**config.mk**
```make
export PLATFORM = sky130hd
export DESIGN_NAME = traffic_con_nway
export DESIGN_NICKNAME = d
export VERILOG_FILES = /design/src/rtl/traffic_pkg.sv /design/src/rtl/traffic_rr_pick.sv /design/src/rtl/traffic_con_nway.sv
export SDC_FILE = /design/constraint.sdc
export NUM_CORES = 1
export LEC_CHECK = 0
export CAP_MARGIN = 25
export CELL_PAD_IN_SITES_DETAIL_PLACEMENT = 0
export CELL_PAD_IN_SITES_GLOBAL_PLACEMENT = 2
export CORE_MARGIN = 3
export CORE_UTILIZATION = 30
export CTS_CLUSTER_SIZE = 10
export DETAILED_ROUTE_END_ITERATION = 7
export GPL_TIMING_DRIVEN = 0
export HOLD_SLACK_MARGIN = 0.03
export MAX_ROUTING_LAYER = met4
export PLACE_DENSITY = 0.87
export SETUP_SLACK_MARGIN = 0.3
export SLEW_MARGIN = 15
export SYNTH_ARGS = -nofsm -noshare
export SYNTH_HDL_FRONTEND = slang
export SYNTH_SLANG_ARGS = --single-unit
```
**constraint.sdc**
```tcl
create_clock -name clk -period 2.4 [get_ports clk]
set_clock_uncertainty 0.1 [all_clocks]
set_input_delay 0.36 -clock clk [delete_from_list [all_inputs] [get_ports clk]]
set_output_delay 0.36 -clock clk [all_outputs]
set_load 0.02 [all_outputs]
```
**src/rtl/traffic_pkg.sv**
```systemverilog
// Shared codes and helpers for the N-way traffic controller.
// Lamp and phase encodings keep the legacy two-road values.
package traffic_pkg;

  typedef enum logic [1:0] {
    R = 2'd0,
    Y = 2'd1,
    G = 2'd2
  } light_e;

  typedef enum logic [1:0] {
    PH_ALLRED = 2'd0,
    PH_YELLOW = 2'd1,
    PH_GREEN  = 2'd2
  } phase_e;

  function automatic int clog2(input int v);
    int r;
    r = 0;
    for (int i = 0; i < 31; i++) begin
      if ((1 << i) < v) r = i + 1;
    end
    return r;
  endfunction

endpackage

```
**src/rtl/traffic_rr_pick.sv**
```systemverilog
// Round-robin picker: first set request at or after start_i,
// wrapping modulo NUM_DIR.
module traffic_rr_pick
  import traffic_pkg::*;
#(
  parameter  int NUM_DIR = 2,
  localparam int DW      = clog2(NUM_DIR)
) (
  input  logic [NUM_DIR-1:0] req_i,
  input  logic [DW-1:0]      start_i,
  output logic               found_o,
  output logic [DW-1:0]      idx_o
);

  logic [2*NUM_DIR-1:0] dbl;
  logic [DW:0]          sum;

  assign dbl = {req_i, req_i} >> start_i;

  // Scan from the far end so the nearest offset wins.
  always_comb begin
    found_o = 1'b0;
    sum     = '0;
    for (int k = NUM_DIR - 1; k >= 0; k--) begin
      if (dbl[k]) begin
        found_o = 1'b1;
        sum     = {1'b0, start_i} + (DW+1)'(k);
      end
    end
    if (sum >= (DW+1)'(NUM_DIR)) idx_o = DW'(sum - (DW+1)'(NUM_DIR));
    else                         idx_o = DW'(sum);
  end

endmodule

```
**src/rtl/traffic_con_nway.sv**
```systemverilog
// N-approach round-robin traffic controller with latched demand,
// min/max green, yellow and optional all-red clearance.
module traffic_con_nway
  import traffic_pkg::*;
#(
  parameter  int NUM_DIR   = 2,
  parameter  int REST_DIR  = 0,
  parameter  int MIN_GREEN = 6,
  parameter  int MAX_GREEN = 16,
  parameter  int YELLOW_T  = 1,
  parameter  int ALLRED_T  = 0,
  localparam int DW        = clog2(NUM_DIR)
) (
  input  logic               clk,
  input  logic               rst,
  input  logic [NUM_DIR-1:0] sense,
  output logic [NUM_DIR-1:0] red,
  output logic [NUM_DIR-1:0] yellow,
  output logic [NUM_DIR-1:0] green,
  output logic [DW-1:0]      cur_dir,
  output logic [1:0]         phase,
  output logic [NUM_DIR-1:0] pending
);

  localparam int TM0  = (MAX_GREEN > YELLOW_T) ? MAX_GREEN : YELLOW_T;
  localparam int TMAX = (TM0 > ALLRED_T) ? TM0 : ALLRED_T;
  localparam int TW   = (clog2(TMAX) < 1) ? 1 : clog2(TMAX);

  localparam logic [TW-1:0] T_SAT  = TW'(TMAX - 1);
  localparam logic [TW:0]   T_MING = (TW+1)'(MIN_GREEN);
  localparam logic [TW:0]   T_MAXG = (TW+1)'(MAX_GREEN);
  localparam logic [TW:0]   T_YEL  = (TW+1)'(YELLOW_T);
  localparam logic [TW:0]   T_AR   = (TW+1)'((ALLRED_T == 0) ? 1 : ALLRED_T);
  localparam logic [DW-1:0] REST   = DW'(REST_DIR);
  localparam logic [NUM_DIR-1:0] REST_OH = NUM_DIR'(1) << REST_DIR;

  if (NUM_DIR < 2) begin : g_chk_nd
    $error("NUM_DIR must be >= 2");
  end
  if (REST_DIR < 0 || REST_DIR >= NUM_DIR) begin : g_chk_rest
    $error("REST_DIR out of range");
  end
  if (MIN_GREEN < 1) begin : g_chk_min
    $error("MIN_GREEN must be >= 1");
  end
  if (MAX_GREEN < MIN_GREEN) begin : g_chk_max
    $error("MAX_GREEN must be >= MIN_GREEN");
  end
  if (YELLOW_T < 1) begin : g_chk_y
    $error("YELLOW_T must be >= 1");
  end
  if (ALLRED_T < 0) begin : g_chk_ar
    $error("ALLRED_T must be >= 0");
  end

  phase_e             phase_q, phase_d;
  logic [DW-1:0]      cur_q, cur_d;
  logic [DW-1:0]      nxt_q, nxt_d;
  logic [TW-1:0]      timer_q, timer_d;
  logic [NUM_DIR-1:0] req_q, req_d;
  logic [NUM_DIR-1:0] red_q, red_d;
  logic [NUM_DIR-1:0] yel_q, yel_d;
  logic [NUM_DIR-1:0] grn_q, grn_d;

  logic [NUM_DIR-1:0] oh_cur, oh_nxt, other;
  logic [DW-1:0]      rr_start, rr_idx;
  logic               rr_found, own, go_green;
  logic [TW:0]        tel;

  assign oh_cur   = NUM_DIR'(1) << cur_q;
  assign oh_nxt   = NUM_DIR'(1) << nxt_q;
  assign own      = |(sense & oh_cur);
  assign other    = (req_q | sense) & ~oh_cur;
  assign rr_start = (cur_q == DW'(NUM_DIR - 1)) ? '0 : cur_q + DW'(1);
  // Cycles spent in the current phase, including this one.
  assign tel      = {1'b0, timer_q} + (TW+1)'(1);

  traffic_rr_pick #(
    .NUM_DIR (NUM_DIR)
  ) u_pick (
    .req_i   (other),
    .start_i (rr_start),
    .found_o (rr_found),
    .idx_o   (rr_idx)
  );

  always_comb begin
    phase_d  = phase_q;
    cur_d    = cur_q;
    nxt_d    = nxt_q;
    timer_d  = (timer_q == T_SAT) ? timer_q : timer_q + TW'(1);
    req_d    = (req_q | sense) & ~((phase_q == PH_GREEN) ? oh_cur : '0);
    go_green = 1'b0;
    unique case (phase_q)
      PH_GREEN: begin
        if (tel >= T_MING &&
            ((|other && (!own || tel >= T_MAXG)) ||
             (cur_q != REST && !own))) begin
          phase_d = PH_YELLOW;
          timer_d = '0;
          nxt_d   = rr_found ? rr_idx : REST;
        end
      end
      PH_YELLOW: begin
        if (tel >= T_YEL) begin
          if (ALLRED_T == 0) begin
            go_green = 1'b1;
          end else begin
            phase_d = PH_ALLRED;
            timer_d = '0;
          end
        end
      end
      PH_ALLRED: begin
        if (tel >= T_AR) go_green = 1'b1;
      end
      default: go_green = 1'b1;
    endcase
    if (go_green) begin
      phase_d = PH_GREEN;
      cur_d   = nxt_q;
      timer_d = '0;
      req_d   = req_d & ~oh_nxt;
    end
    grn_d = (phase_d == PH_GREEN)  ? (NUM_DIR'(1) << cur_d) : '0;
    yel_d = (phase_d == PH_YELLOW) ? (NUM_DIR'(1) << cur_d) : '0;
    red_d = ~(grn_d | yel_d);
  end

  always_ff @(posedge clk) begin
    if (rst) begin
      phase_q <= PH_GREEN;
      cur_q   <= REST;
      nxt_q   <= REST;
      timer_q <= '0;
      req_q   <= '0;
      grn_q   <= REST_OH;
      yel_q   <= '0;
      red_q   <= ~REST_OH;
    end else begin
      phase_q <= phase_d;
      cur_q   <= cur_d;
      nxt_q   <= nxt_d;
      timer_q <= timer_d;
      req_q   <= req_d;
      grn_q   <= grn_d;
      yel_q   <= yel_d;
      red_q   <= red_d;
    end
  end

  assign red     = red_q;
  assign yellow  = yel_q;
  assign green   = grn_q;
  assign cur_dir = cur_q;
  assign phase   = phase_q;
  assign pending = req_q;

endmodule

```
# Word level (Yosys, flattened, before mapping)
# Index checks and enable logic that the tools add are counted.
[totals] input_bits=4 output_inout_bits=11 reg_bits=16 wordCells=68
[classes] eq_ne=5 shift=4 bitwise=10 mux=20 add_sub_neg=5 n_lt_le_gt_ge=4 reduce_logical=12
[op_table] cell="two-way mux 2 bit" n=9
[op_table] cell="two-way mux 4 bit" n=3
[op_table] cell="AND 2 bit" n=4
[op_table] cell="NOT 2 bit" n=4
[op_table] cell="OR reduction 2 bit" n=4
[op_table] cell="two-way mux 1 bit" n=7
[op_table] cell="<< shifter 1 x 1 -> 2 bit, first input constant" n=3
[op_table] cell="adder 4 x 1 -> 5 bit, second input constant" n=1
[op_table] cell=">= comparator 5 x 1 -> 1 bit, second input constant" n=1
[op_table] cell=">= comparator 5 x 3 -> 1 bit, second input constant" n=1
[op_table] cell=">= comparator 5 bit, second input constant" n=1
[op_table] cell="adder 4 x 1 -> 4 bit, second input constant" n=1
[op_table] cell="== test 2 x 1 -> 1 bit, second input constant" n=2
[op_table] cell="== test 2 bit, second input constant" n=2
[op_table] cell="== test 4 bit, second input constant" n=1
[op_table] cell="bitwise OR 2 bit" n=2
[op_table] cell=">> shifter 4 x 1 -> 2 bit" n=1
[op_table] cell="logical AND 1 bit" n=3
[op_table] cell="adder 1 x 1 -> 2 bit, second input constant" n=1
[op_table] cell=">= comparator 2 bit, second input constant" n=1
[op_table] cell="logical NOT 2 bit" n=1
[op_table] cell="logical OR 1 bit" n=2
[op_table] cell="case mux 1 bit (2 select lines)" n=1
[op_table] cell="AND reduction 2 bit" n=1
[op_table] cell="other kinds (3)" n=3

# Logic depth before layout (Yosys ltp)
# Gate-level depths: netlist of the first run.
[depth] ltp_word=15 ltp_mapped=7 mapped_depth_nobuf=7

# Hierarchy
# A second synthesis of the first run with hierarchy kept.
[unflattened] hier_cells=82 area_unflattened_um2=743.2
[by_module_without_submodules] module="traffic_con_nway" cells_per_inst=79 seq_area_each_um2=320.3 area_each_um2=725.7 instances=1
[by_module_without_submodules] module="traffic_rr_pick" cells_per_inst=3 seq_area_each_um2=0.0 area_each_um2=17.5 instances=1

# Least setup slack after synthesis of the first run
# Ideal clock, no wire load.
[synth_path] path_kind="register to register" startpoint="register timer_q[0]" endpoint="register req_q[0], in the netlist pending[0]" setup_ps=103 required_ps=2197 t_arrival_ps=1706 synth_period_minus_slack_ps=1909 setup_slack_ps=491 path_stages_with_launch=6 n_path_buf=0 path_cell_list="dfxtp_1 ha_1 or2b_2 mux2i_1 a21oi_4 a2111oi_2"
[synth_between] elab_chain_cells=5
[synth_rtl] item="start, declared" line="traffic_con_nway.sv:59" source="logic [TW-1:0] timer_q, timer_d;"
[synth_rtl] item="start signal, assigned" line="traffic_con_nway.sv:144" source="timer_q <= timer_d;"
[synth_rtl] item="adder 4 x 1 -> 5 bit" line="traffic_con_nway.sv:76" source="assign tel = {1'b0, timer_q} + (TW+1)'(1);"
[synth_rtl] item=">= comparator 5 x 1 -> 1 bit" line="traffic_con_nway.sv:105, traffic_con_nway.sv:115"
[synth_rtl] item="two-way mux 1 bit" line="traffic_con_nway.sv:105" source="if (tel >= T_YEL) begin"
[synth_rtl] item="case mux 1 bit (2 select lines)" line="traffic_con_nway.sv:94" source="unique case (phase_q)"
[synth_rtl] item="two-way mux 2 bit" line="traffic_con_nway.sv:119" source="if (go_green) begin"
[synth_rtl] item="end signal, assigned" line="traffic_con_nway.sv:145" source="req_q <= req_d;"
[synth_rtl] item="end, declared" line="traffic_con_nway.sv:60" source="logic [NUM_DIR-1:0] req_q, req_d;"
# Every way passes these cells.
# A chain may end at the register's enable or synchronous reset.

# Worst setup path in the final report of the first run
[layout_path] startpoint="register timer_q[0]" endpoint="register timer_q[1]"
[layout_between] elab_chain_cells=8 word_cells_on_any_way=16 cone_classes="2 x add/sub; 3 x order compare; 1 x eq/ne; 5 x mux; 5 x reduce/logical"
[layout_rtl] item="adder 4 x 1 -> 5 bit" line="traffic_con_nway.sv:76"
[layout_rtl] item=">= comparator 5 bit" line="traffic_con_nway.sv:97" source="((|other && (!own || tel >= T_MAXG)) ||"
[layout_rtl] item="logical OR 1 bit" line="traffic_con_nway.sv:97"
[layout_rtl] item="logical AND 1 bit" line="traffic_con_nway.sv:97"
[layout_rtl] item="logical OR 1 bit" line="traffic_con_nway.sv:97"
[layout_rtl] item="logical AND 1 bit" line="traffic_con_nway.sv:96" source="if (tel >= T_MING &&"
[layout_rtl] item="two-way mux 4 bit" line="traffic_con_nway.sv:96"
[layout_rtl] item="two-way mux 4 bit"
# Several ways; a longest one is shown, not always the timed one.

==> key figures, run 1 <==
Worst setup path
  • CP Launch Type: flop
  • Critical path class: flop to flop
  • Reg2Reg Depth: 6
  • Critical path endpoint category: flop
  • Worst Path Arrival: 2080 ps
  • R2R Path End: timer_q[1]
  • Reg-to-reg setup timing slack: 430 ps
  • Critical Path RT: 2510 ps
  • Worst Setup EP: timer_q[1]
  • Max FO, Critical Path: 8
  • R2R Path Start: timer_q[0]
  • CP startpoint: timer_q[0]

Synth
  • Register bit count reported by yosys: 16
  • Ys flop type: dfxtp_1
  • Unique masters post-synth: 39
  • Cell area after synthesis: 789.5 um2
  • Share of flip-flops with an asynchronous set or reset: 0
  • Post-synthesis sequential area ratio: 0.4057
  • Synthesized net count: 88
  • EDFF count, synth: 0
  • Synth Warn #: 0
  • Syn Inst Count: 81
  • Syn avg cell area: 9.747 um2

CTS
  • CTS Buf Count: 3
  • H-tree depth: 1
  • Worst-skew pair later-pin latency: 290 ps
  • CTS tree: yes
  • Clk sink count: 16
  • CTS Hold Bufs: 0
  • Root Buffer: clkbuf_4
  • Clk pin slew, worst setup/hold paths: 100 ps
  • Max Root-Sink Buffers: 2

Floorplanning
  • Die area: 0.003283 mm2
  • I/O pin cnt: 15
  • Vert. Die Dim: 57.30 um
  • Initial Util: 0.3344
  • Die span in x: 57.30 um
  • Site row count: 17
  • Core area: 0.002361 mm2

Hold path
  • Hold Path Class: flop to flop

Timing
  • Period minus WS final: 1965 ps
  • Period utilisation layout: 0.8188
  • Setup WS post-layout: 434.8 ps
  • Final Hold Viols: 0
  • Slew at the pin closest to its max-slew limit: 356.3 ps
  • Max-Slew Margin vs Limit: 0.7578
  • RSZ-0062 raised after global routing: false
  • Fin. max-slew vios: 0
  • Final Setup Violations: 0
  • Max Fclk: 0.5089 GHz
  • Setup TNS: 0 ps

Layout
  • Filler cell count: 240
  • Nets: 108
  • Layout cell share with drive strength beyond 1: 0.2400
  • Area of the multi-input gates: 479.2 um2
  • Sequential cell area: 322.8 um2
  • N_diodes: 0
  • Most frequent cells in the layout: dfxtp_1 (14), clkdlybuf4s50_1 (14), nor2_1 (7)
  • Area Growth Syn to Fin: 32.96%

Power and ir drop
  • PwrDens: 574.1 mW/mm2
  • Leak: 0.3942 nW
  • Max VDD drop: 0.3394 mV

Placed design
  • DP Worst Slack: 185.0 ps
  • Post-DP HPWL: 1219 um
  • GPL Wtd Cong: 0.7082
  • I/O Buffers: 14

Detailed routing
  • DR WL/cell: 13.50 um
  • Total wire length: 1728 um
  • Residual DRC: 0
  • DRT antenna net count: 0
  • Total number of vias: 648
  • DRT Pass-1 Iters: 4
  • Vias per cell: 5.063
  • Iteration-0 DRC Markers: 16

Global routing
  • Largest net degree at the start of global routing: 11
  • Total global routing overflow: 0
  • First-pass GRT wire length: 2987 um
  • Antenna violations before repair: 0
  • Vias in the first global route: 635
  • Total Routing Usage GR: 0.1182

Run
  • Max-Cap Viols: 0

Status
  • Status: completed
worst max-delay path, cell delays in order (launching register included):
cell and delay, ps:
dfxtp_2 370, ha_4 200, or2b_2 310, mux2_2 280
o211ai_2 240, nor3b_4 260, nor2b_1 150
cells in the mapped netlist (2+ instances only):
| cell | n | area (um2) |
|---|---|---|
| and2b_2 | 2 | 17.52 |
| mux2i_1 | 3 | 30.03 |
| and2_2 | 2 | 15.01 |
| dfxtp_1 | 16 | 320.3 |
| a21oi_1 | 4 | 20.02 |
| and2_1 | 3 | 18.77 |
| ha_1 | 3 | 37.54 |
| nor3_1 | 2 | 10.01 |
| nor2_1 | 7 | 26.28 |
| inv_1 | 3 | 11.26 |
| nand2_1 | 4 | 15.01 |
| nand3_1 | 3 | 15.01 |
| nand2b_1 | 3 | 18.77 |
power breakdown:
group	switching (W)	internal, W	total (W)
clock network	0.0000827	0.0000923	0.000175
registers	0.0000166	0.000283	0.000299
logic	0.0000688	0.0000595	0.000128
total	0.000168	0.000434	0.000603
metal layers:
| metal | wire (um) | vias up | part of all wire | GRT usage |
|---|---|---|---|---|
| li1 | - | 332 | - | - |
| met1 | 891 | 294 | 0.52 | 0.1585 |
| met2 | 746 | 18 | 0.43 | 0.1729 |
| met3 | 68 | 4 | 0.039 | 0.02262 |
| met4 | 22 | 0 | 0.013 | 0.04967 |
| met5 | 0 | - | 0 | - |
cell families (layout without fill, tap and decap cells):
logic type,Yosys count,count (layout),synth area share
flip-flops,16,16,0.4057
adder cells (fa/ha/maj),3,3,0.04755
multiplexers,4,4,0.05230
AND/OR/NAND/NOR,32,32,0.2346
buffers and inverters,6,25,0.03644
AO/OA/AOI/OAI,19,19,0.2124
XOR/XNOR,1,1,0.01110
final cells by class:
cell class                 instances  share of cell area
multi-input combinational         59              0.4565
sequential                        16              0.3075
timing repair buffer              15              0.1406
clock buffer                       4             0.03456
tap                               28             0.03337
buffer                             3             0.01669
inverter                           3             0.01073
worst min-delay path by stage:
stage / from / end / cells past startpoint
4_1_cts: nxt_q / nxt_q / 2
5_1_grt: nxt_q / nxt_q / 2
2_1_floorplan: nxt_q / pending[1] / 1
6_report: nxt_q / pending[1] / 1
3_3_place_gp: nxt_q / pending[1] / 1
3_5_place_dp: nxt_q / pending[1] / 1
registers in the layout (all words and copies together), names as in the netlist:
register / count
yellow: 2
timer_q: 4
green: 2
pending: 2
phase: 2
cur_dir: 1
nxt_q: 1
red: 2
per-stage QoR:
stage	hold slack, ps	utilization	power [W]	area [um2]	cells
3_3_place_gp	391.8	0.4086	0.0004164	964.7	123
4_1_cts	415.0	0.4335	0.0005953	1023	127
3_5_place_dp	399.6	0.4086	0.0004189	964.7	123
5_1_grt	430.0	0.4446	0.0006374	1050	128
6_report	418.1	0.4446	0.0006026	1050	128
2_1_floorplan	357.9	-	0.0003801	789.5	81
timing repair:
action	CTS	global route
setup buffers	0	1
pin swaps	1	2
endpoints found under the setup margin	9	11
resized for setup	4	4
No activity file was read; power rests on OpenSTA's default activity.
==> inputs of run 2 (changes only) <==
Settings changed: CORE_UTILIZATION 30 to 27, PLACE_DENSITY 0.87 to 0.83.
Clock period 2.4 ns to 1.8 ns, I/O delays scaled along.
==> key figures, run 2 (synthesis results as in run 1) <==
Placed design
  • Area post-placement: 0.001011 mm2 (+4.8%)
  • I/O Buffers: 14 (unchanged)
  • DP Worst Slack: -364.0 ps (-549.0 ps)
  • GPL Wtd Cong: 0.7335 (+3.6%)
  • Post-DP HPWL: 1302 um (+6.8%)

Layout
  • Layout cell share with drive strength beyond 1: 0.3173 (+0.07731)
  • Area Growth Syn to Fin: 42.31%
  • Final core occ: 0.4264 (-0.01822)
  • Commonest non-fill, non-tap cell in the layout: dfxtp_1
  • Largest Register: timer_q
  • Final instance area: 0.001124 mm2 (+7.0%)
  • Most frequent cells in the layout: dfxtp_1 (13), dlygate4sd2_1 (10), nor2_1 (7)
  • Nets: 112 (+3.7%)
  • Max FFs per register: 4 (unchanged)
  • N_diodes: 0 (unchanged)

Power and ir drop
  • Pint: 0.0005856 W (+35%)
  • Max VDD drop: 0.4071 mV (+20%)
  • Comb pwr share: 0.225 (+0.012)
  • Sw Share: 0.2902 (+0.01122)
  • Sequential group share of total power: 0.481 (-0.016)
  • PwrDens: 734.4 mW/mm2 (+28%)
  • Leak: 0.4579 nW (+16%)
  • Total power: 0.0008251 W (+37%)
  • Sw Pwr: 0.0002395 W (+42%)
  • Share of power burned in the clock network: 0.293 (+0.003)

Timing
  • Fin. max-slew vios: 0 (unchanged)
  • Final Setup Violations: 11 (+11)
  • Period minus WS final: 1895 ps (-70.34 ps)
  • Hold slack: 425.0 ps (+6.928 ps)
  • Max-Slew Margin vs Limit: 0.7630 (+0.005199)
  • Final Hold Viols: 0 (unchanged)
  • RSZ-0062 raised after global routing: true
  • Period utilisation layout: 1.053 (+0.2339)
  • Slew at the pin closest to its max-slew limit: 348.6 ps (-7.646 ps)
  • Setup WS post-layout: -94.84 ps (-529.7 ps)
  • Max Fclk: 0.5278 GHz (+3.7%)

Detailed routing
  • Residual DRC: 0 (unchanged)
  • Vias per cell: 4.970 (-1.8%)
  • Iteration-0 DRC Markers: 10 (-6)
  • Total number of vias: 666 (+2.8%)
  • DRT antenna net count: 0 (unchanged)
  • DRT Pass-1 Iters: 4 (unchanged)
  • Total wire length: 1776 um (+2.8%)
  • DR WL/cell: 13.25 um (-1.8%)

Floorplanning
  • Core area: 0.002635 mm2 (+12%)
  • Initial Util: 0.2996 (-0.03477)
  • I/O pin cnt: 15 (unchanged)
  • Vert. Die Dim: 60.08 um (+4.8%)
  • Die area: 0.003609 mm2 (+9.9%)
  • Site row count: 18 (+1)
  • Die span in x: 60.08 um (+4.8%)

Global routing
  • Met3 Use GR: 0.01296 (-0.009665)
  • Met1 GRT Util: 0.1358 (-0.02270)
  • Global routing usage on met2: 0.1960 (+0.02307)
  • Total Routing Usage GR: 0.1163 (-0.001959)
  • Largest net degree at the start of global routing: 11 (unchanged)
  • Most Crowded Layer GR: met2
  • First-pass GRT wire length: 3063 um (+2.5%)
  • Vias in the first global route: 698 (+9.9%)
  • Antenna violations before repair: 0 (unchanged)
  • Total global routing overflow: 0 (unchanged)

Worst setup path
  • Max FO, Critical Path: 7 (-1)
  • Worst Path Arrival: 2020 ps (-60 ps)
  • Critical path class: flop to flop
  • Critical path endpoint category: flop
  • Critical Path RT: 1930 ps (-580 ps)
  • CP Launch Type: flop

Status
  • Status: finished with violations
  • Failing checks: negative setup slack

CTS
  • Root Buffer: clkbuf_4
  • Worst-skew pair later-pin latency: 290 ps (about the same)
  • H-tree depth: 1 (unchanged)
  • Clk pin slew, worst setup/hold paths: 100 ps (about the same)
  • CTS tree: yes
  • Max Root-Sink Buffers: 2 (unchanged)
  • CTS Buf Count: 3 (unchanged)
  • Clk sink count: 16 (unchanged)
  • CTS Hold Bufs: 0 (unchanged)

Run
  • Max-Cap Viols: 0 (unchanged)

Hold path
  • Hold Path Class: flop to flop
run 2: changes by cell type in the layout (fill, tap and decap cells not counted), sizes merged:
cell and change:
clkdlybuf4s50 -11, dlygate4sd2 +10, buf +4, clkdlybuf4s15 +1
run 2: per-layer routing:
layer	up-vias	wire [um]
li1	337	-
met5	-	0
met3	2	30
met1	321	827
met2	6	897
met4	0	20
run 2: final timing paths:
check                           slack (ps)         end  cells past startpoint  startpoint
worst max register to register         -90  timer_q[1]                      6  timer_q[0]
worst max-delay path                   -90  timer_q[1]                      6  timer_q[0]
worst min register to register         430       nxt_q                      2       nxt_q
worst min-delay path                   430       nxt_q                      2       nxt_q
run 2: timing repair:
item	CTS	global route
pin swaps	5	1
setup buffers	4	1
cloned	0	0
gates resized for setup	17	3
setup endpoints to repair	26	17
run 2: critical path, cell delays in order, from the launching register on:
cell and delay, ps:
dfxtp_4 380, ha_4 190, or2b_4 250, mux2_4 290
o211ai_4 210, nor3b_4 260, nor2b_1 160
run 2: power by group through the flow:
stage / registers [W] / clock network, W / logic (W)
3_5_place_dp: 0.000406 / 0 / 0.000160
3_3_place_gp: 0.000406 / 0 / 0.000159
2_1_floorplan: 0.000412 / 0 / 0.000104
4_1_cts: 0.000397 / 0.000255 / 0.000181
6_report: 0.000397 / 0.000242 / 0.000186
5_1_grt: 0.000401 / 0.000269 / 0.000204
run 2: metrics by stage:
stage / cells / TNS (ps)
3_3_place_gp: 125 / -2055
2_1_floorplan: 81 / 0
5_1_grt: 134 / -1847
3_5_place_dp: 125 / -2429
4_1_cts: 133 / -669.2
6_report: 134 / -639.2
run 2: layout make-up:
type                    instances  area, um2
plain buffers                   3      21.27
clock buffers                   4      36.28
fillers                       271       1511
inverters                       3      11.26
multi-input cells              59      520.5
flip-flops and latches         16      331.6
well taps                      30      37.54
repair buffers                 19      165.2
==> inputs of run 3 (changes only) <==
Settings changed: CORE_UTILIZATION 27 to 33, PLACE_DENSITY 0.83 to 0.78.
Clock period 1.8 ns to 2.2 ns, I/O delays scaled along.
==> key figures, run 3 (synthesis results as in run 1) <==
Floorplanning
  • I/O pin cnt: 15 (unchanged)
  • Die area: 0.003015 mm2 (-16%)
  • Vert. Die Dim: 54.91 um (-8.6%)
  • Die span in x: 54.91 um (-8.6%)
  • Initial Util: 0.3535 (+0.05388)
  • Core area: 0.002233 mm2 (-15%)
  • Site row count: 17 (-1)

Worst setup path
  • Worst path top cell family by delay: simple AND/OR/NAND/NOR gates
  • CP Launch Type: flop
  • Critical Path RT: 2320 ps (+390 ps)
  • R2R Path End: timer_q[1]
  • R2R Path Start: timer_q[1]
  • Max FO, Critical Path: 8 (+1)
  • Cell breakdown of the critical path: ha_4, or2b_4, mux2_4, o211ai_4, nor3b_4, nor2b_4
  • Slowest cell on the critical path: dfxtp_4
  • Critical path buffer and inverter count: 0 (unchanged)
  • Critical path endpoint category: flop
  • Reg-to-reg setup timing slack: 290 ps (+390 ps)
  • Critical path class: flop to flop
  • Reg2Reg Depth: 6 (unchanged)
  • Worst Path Arrival: 2030 ps (about the same)
  • Crit path largest cell delay: 370 ps (about the same)

Layout
  • Most frequent cells in the layout: dfxtp_1 (14), clkdlybuf4s50_1 (14), buf_4 (9)
  • N_diodes: 0 (unchanged)
  • Area Growth Syn to Fin: 44.37%
  • Nets: 116 (+3.6%)
  • Final non-filler cell total: 135 (+0.75%)
  • Final core occ: 0.5104 (+0.08396)
  • Layout cell share with drive strength beyond 1: 0.3271 (+0.009795)
  • Largest Register: timer_q
  • Filler cell count: 218 (-20%)
  • Max FFs per register: 4 (unchanged)

Placed design
  • GPL Wtd Cong: 0.7231 (-1.4%)
  • Placed cell count: 123 (-1.6%)
  • Post-DP HPWL: 1263 um (-2.9%)
  • I/O Buffers: 14 (unchanged)

Power and ir drop
  • Max VDD drop: 0.4155 mV (+2.1%)
  • PwrDens: 578.1 mW/mm2 (-21%)
  • Total power: 0.0006589 W (-20%)
  • Leak: 0.4411 nW (-3.7%)

Global routing
  • Antenna violations before repair: 0 (unchanged)
  • Total global routing overflow: 0 (unchanged)
  • Total Routing Usage GR: 0.1396 (+0.02328)
  • Largest net degree at the start of global routing: 11 (unchanged)
  • First-pass GRT wire length: 2939 um (-4.0%)
  • Vias in the first global route: 656 (-6.0%)

Detailed routing
  • Vias per cell: 5.052 (+1.6%)
  • Residual DRC: 0 (unchanged)
  • DRT antenna net count: 0 (unchanged)
  • Total number of vias: 682 (+2.4%)
  • Total wire length: 1912 um (+7.7%)
  • DR WL/cell: 14.16 um (+6.9%)
  • Iteration-0 DRC Markers: 10 (unchanged)
  • DRT Pass-1 Iters: 4 (unchanged)

Status
  • Status: completed

Timing
  • Fin. max-slew vios: 0 (unchanged)
  • Setup TNS: 0 ps (+639.2 ps)
  • Max Fclk: 0.5242 GHz (-0.68%)
  • RSZ-0062 raised after global routing: true
  • Period utilisation layout: 0.8672 (-0.1855)
  • Slew at the pin closest to its max-slew limit: 248.7 ps (-99.98 ps)
  • Final Hold Viols: 0 (unchanged)
  • Max-Slew Margin vs Limit: 0.8295 (+0.06651)
  • Final Setup Violations: 0 (-11)
  • Period minus WS final: 1908 ps (+13.01 ps)

CTS
  • Clk pin slew, worst setup/hold paths: 90 ps (about the same)
  • Clk sink count: 16 (unchanged)
  • H-tree depth: 1 (unchanged)
  • CTS Hold Bufs: 0 (unchanged)
  • Root Buffer: clkbuf_4
  • CTS Buf Count: 3 (unchanged)
  • Max Root-Sink Buffers: 2 (unchanged)
  • CTS tree: yes
  • Worst-skew pair later-pin latency: 280 ps (about the same)

Hold path
  • Hold Path Class: flop to flop
  • Hold Path Cell Cnt: 2 (unchanged)
  • Worst Hold Path EP: nxt_q
  • HP Start: nxt_q

Run
  • Max-Cap Viols: 0 (unchanged)
[run 3: cell count changes in the layout (fill, tap and decap cells not counted), moves of 2 or more]
cell,change
and2_2,+2
and2_4,-2
buf_4,+4
clkdlybuf4s50_1,+11
dlygate4sd2_1,-10
[run 3: final cells by class]
type	count	area, um2	share of cell area
multi-input cells	59	520.5	0.4566
inverters	3	11.26	0.009879
repair buffers	23	205.2	0.1800
plain buffers	3	17.52	0.01537
flip-flops and latches	16	327.8	0.2876
well taps	28	35.03	0.03074
clock buffers	3	22.52	0.01976
[run 3: timing repair]
action / CTS / global route
endpoints found under the setup margin: 14 / 13
pin swaps: 5 / 8
resized for setup: 10 / 8
setup buffers: 2 / 7
gates cloned: 0 / 0
endpoints found under the hold margin: 0 / 0
[run 3: layer usage]
metal / GRT usage / wire (um) / up-vias
li1: - / - / 344
met1: 0.1799 / 910 / 325
met2: 0.2146 / 944 / 9
met3: 0.01609 / 37 / 4
met4: 0.07287 / 21 / 0
met5: - / 0 / -
[run 3: how the worst max path moves through the flow]
stage                     slack [ps]  cells after the start         end        from
after global placement           -40                      6       nxt_q  timer_q[0]
after floorplan                  310                      6  timer_q[2]  timer_q[0]
after detailed placement         -20                      6       nxt_q    sense[0]
final                            290                      6  timer_q[1]  timer_q[1]
after CTS                        260                      6  timer_q[1]  timer_q[1]
after global routing             200                      6  timer_q[2]  timer_q[1]
[run 3: report_power, final]
part | switching, W | total, W | leakage [nW] | internal [W]
Clock | 0.0000878 | 0.000151 | 0.0138 | 0.0000636
Sequential | 0.0000158 | 0.000325 | 0.131 | 0.000310
Combinational | 0.0000922 | 0.000182 | 0.296 | 0.0000898
[run 3: metrics by stage]
step	hold WS, ps	cell area [um2]	worst slack (ps)
finish	437.5	1140	292.2
global route	453.3	1140	198.5
CTS	435.7	1050	261.2
floorplan	357.9	793.3	314.5
global placement	407.3	968.4	-42.78
detailed placement	415.6	968.4	-23.15
[run 3: tightest hold or removal path, stage by stage, from the launching register on]
cell,delay (ps)
dfxtp_1,360
nand2_1,70
a21oi_1,60
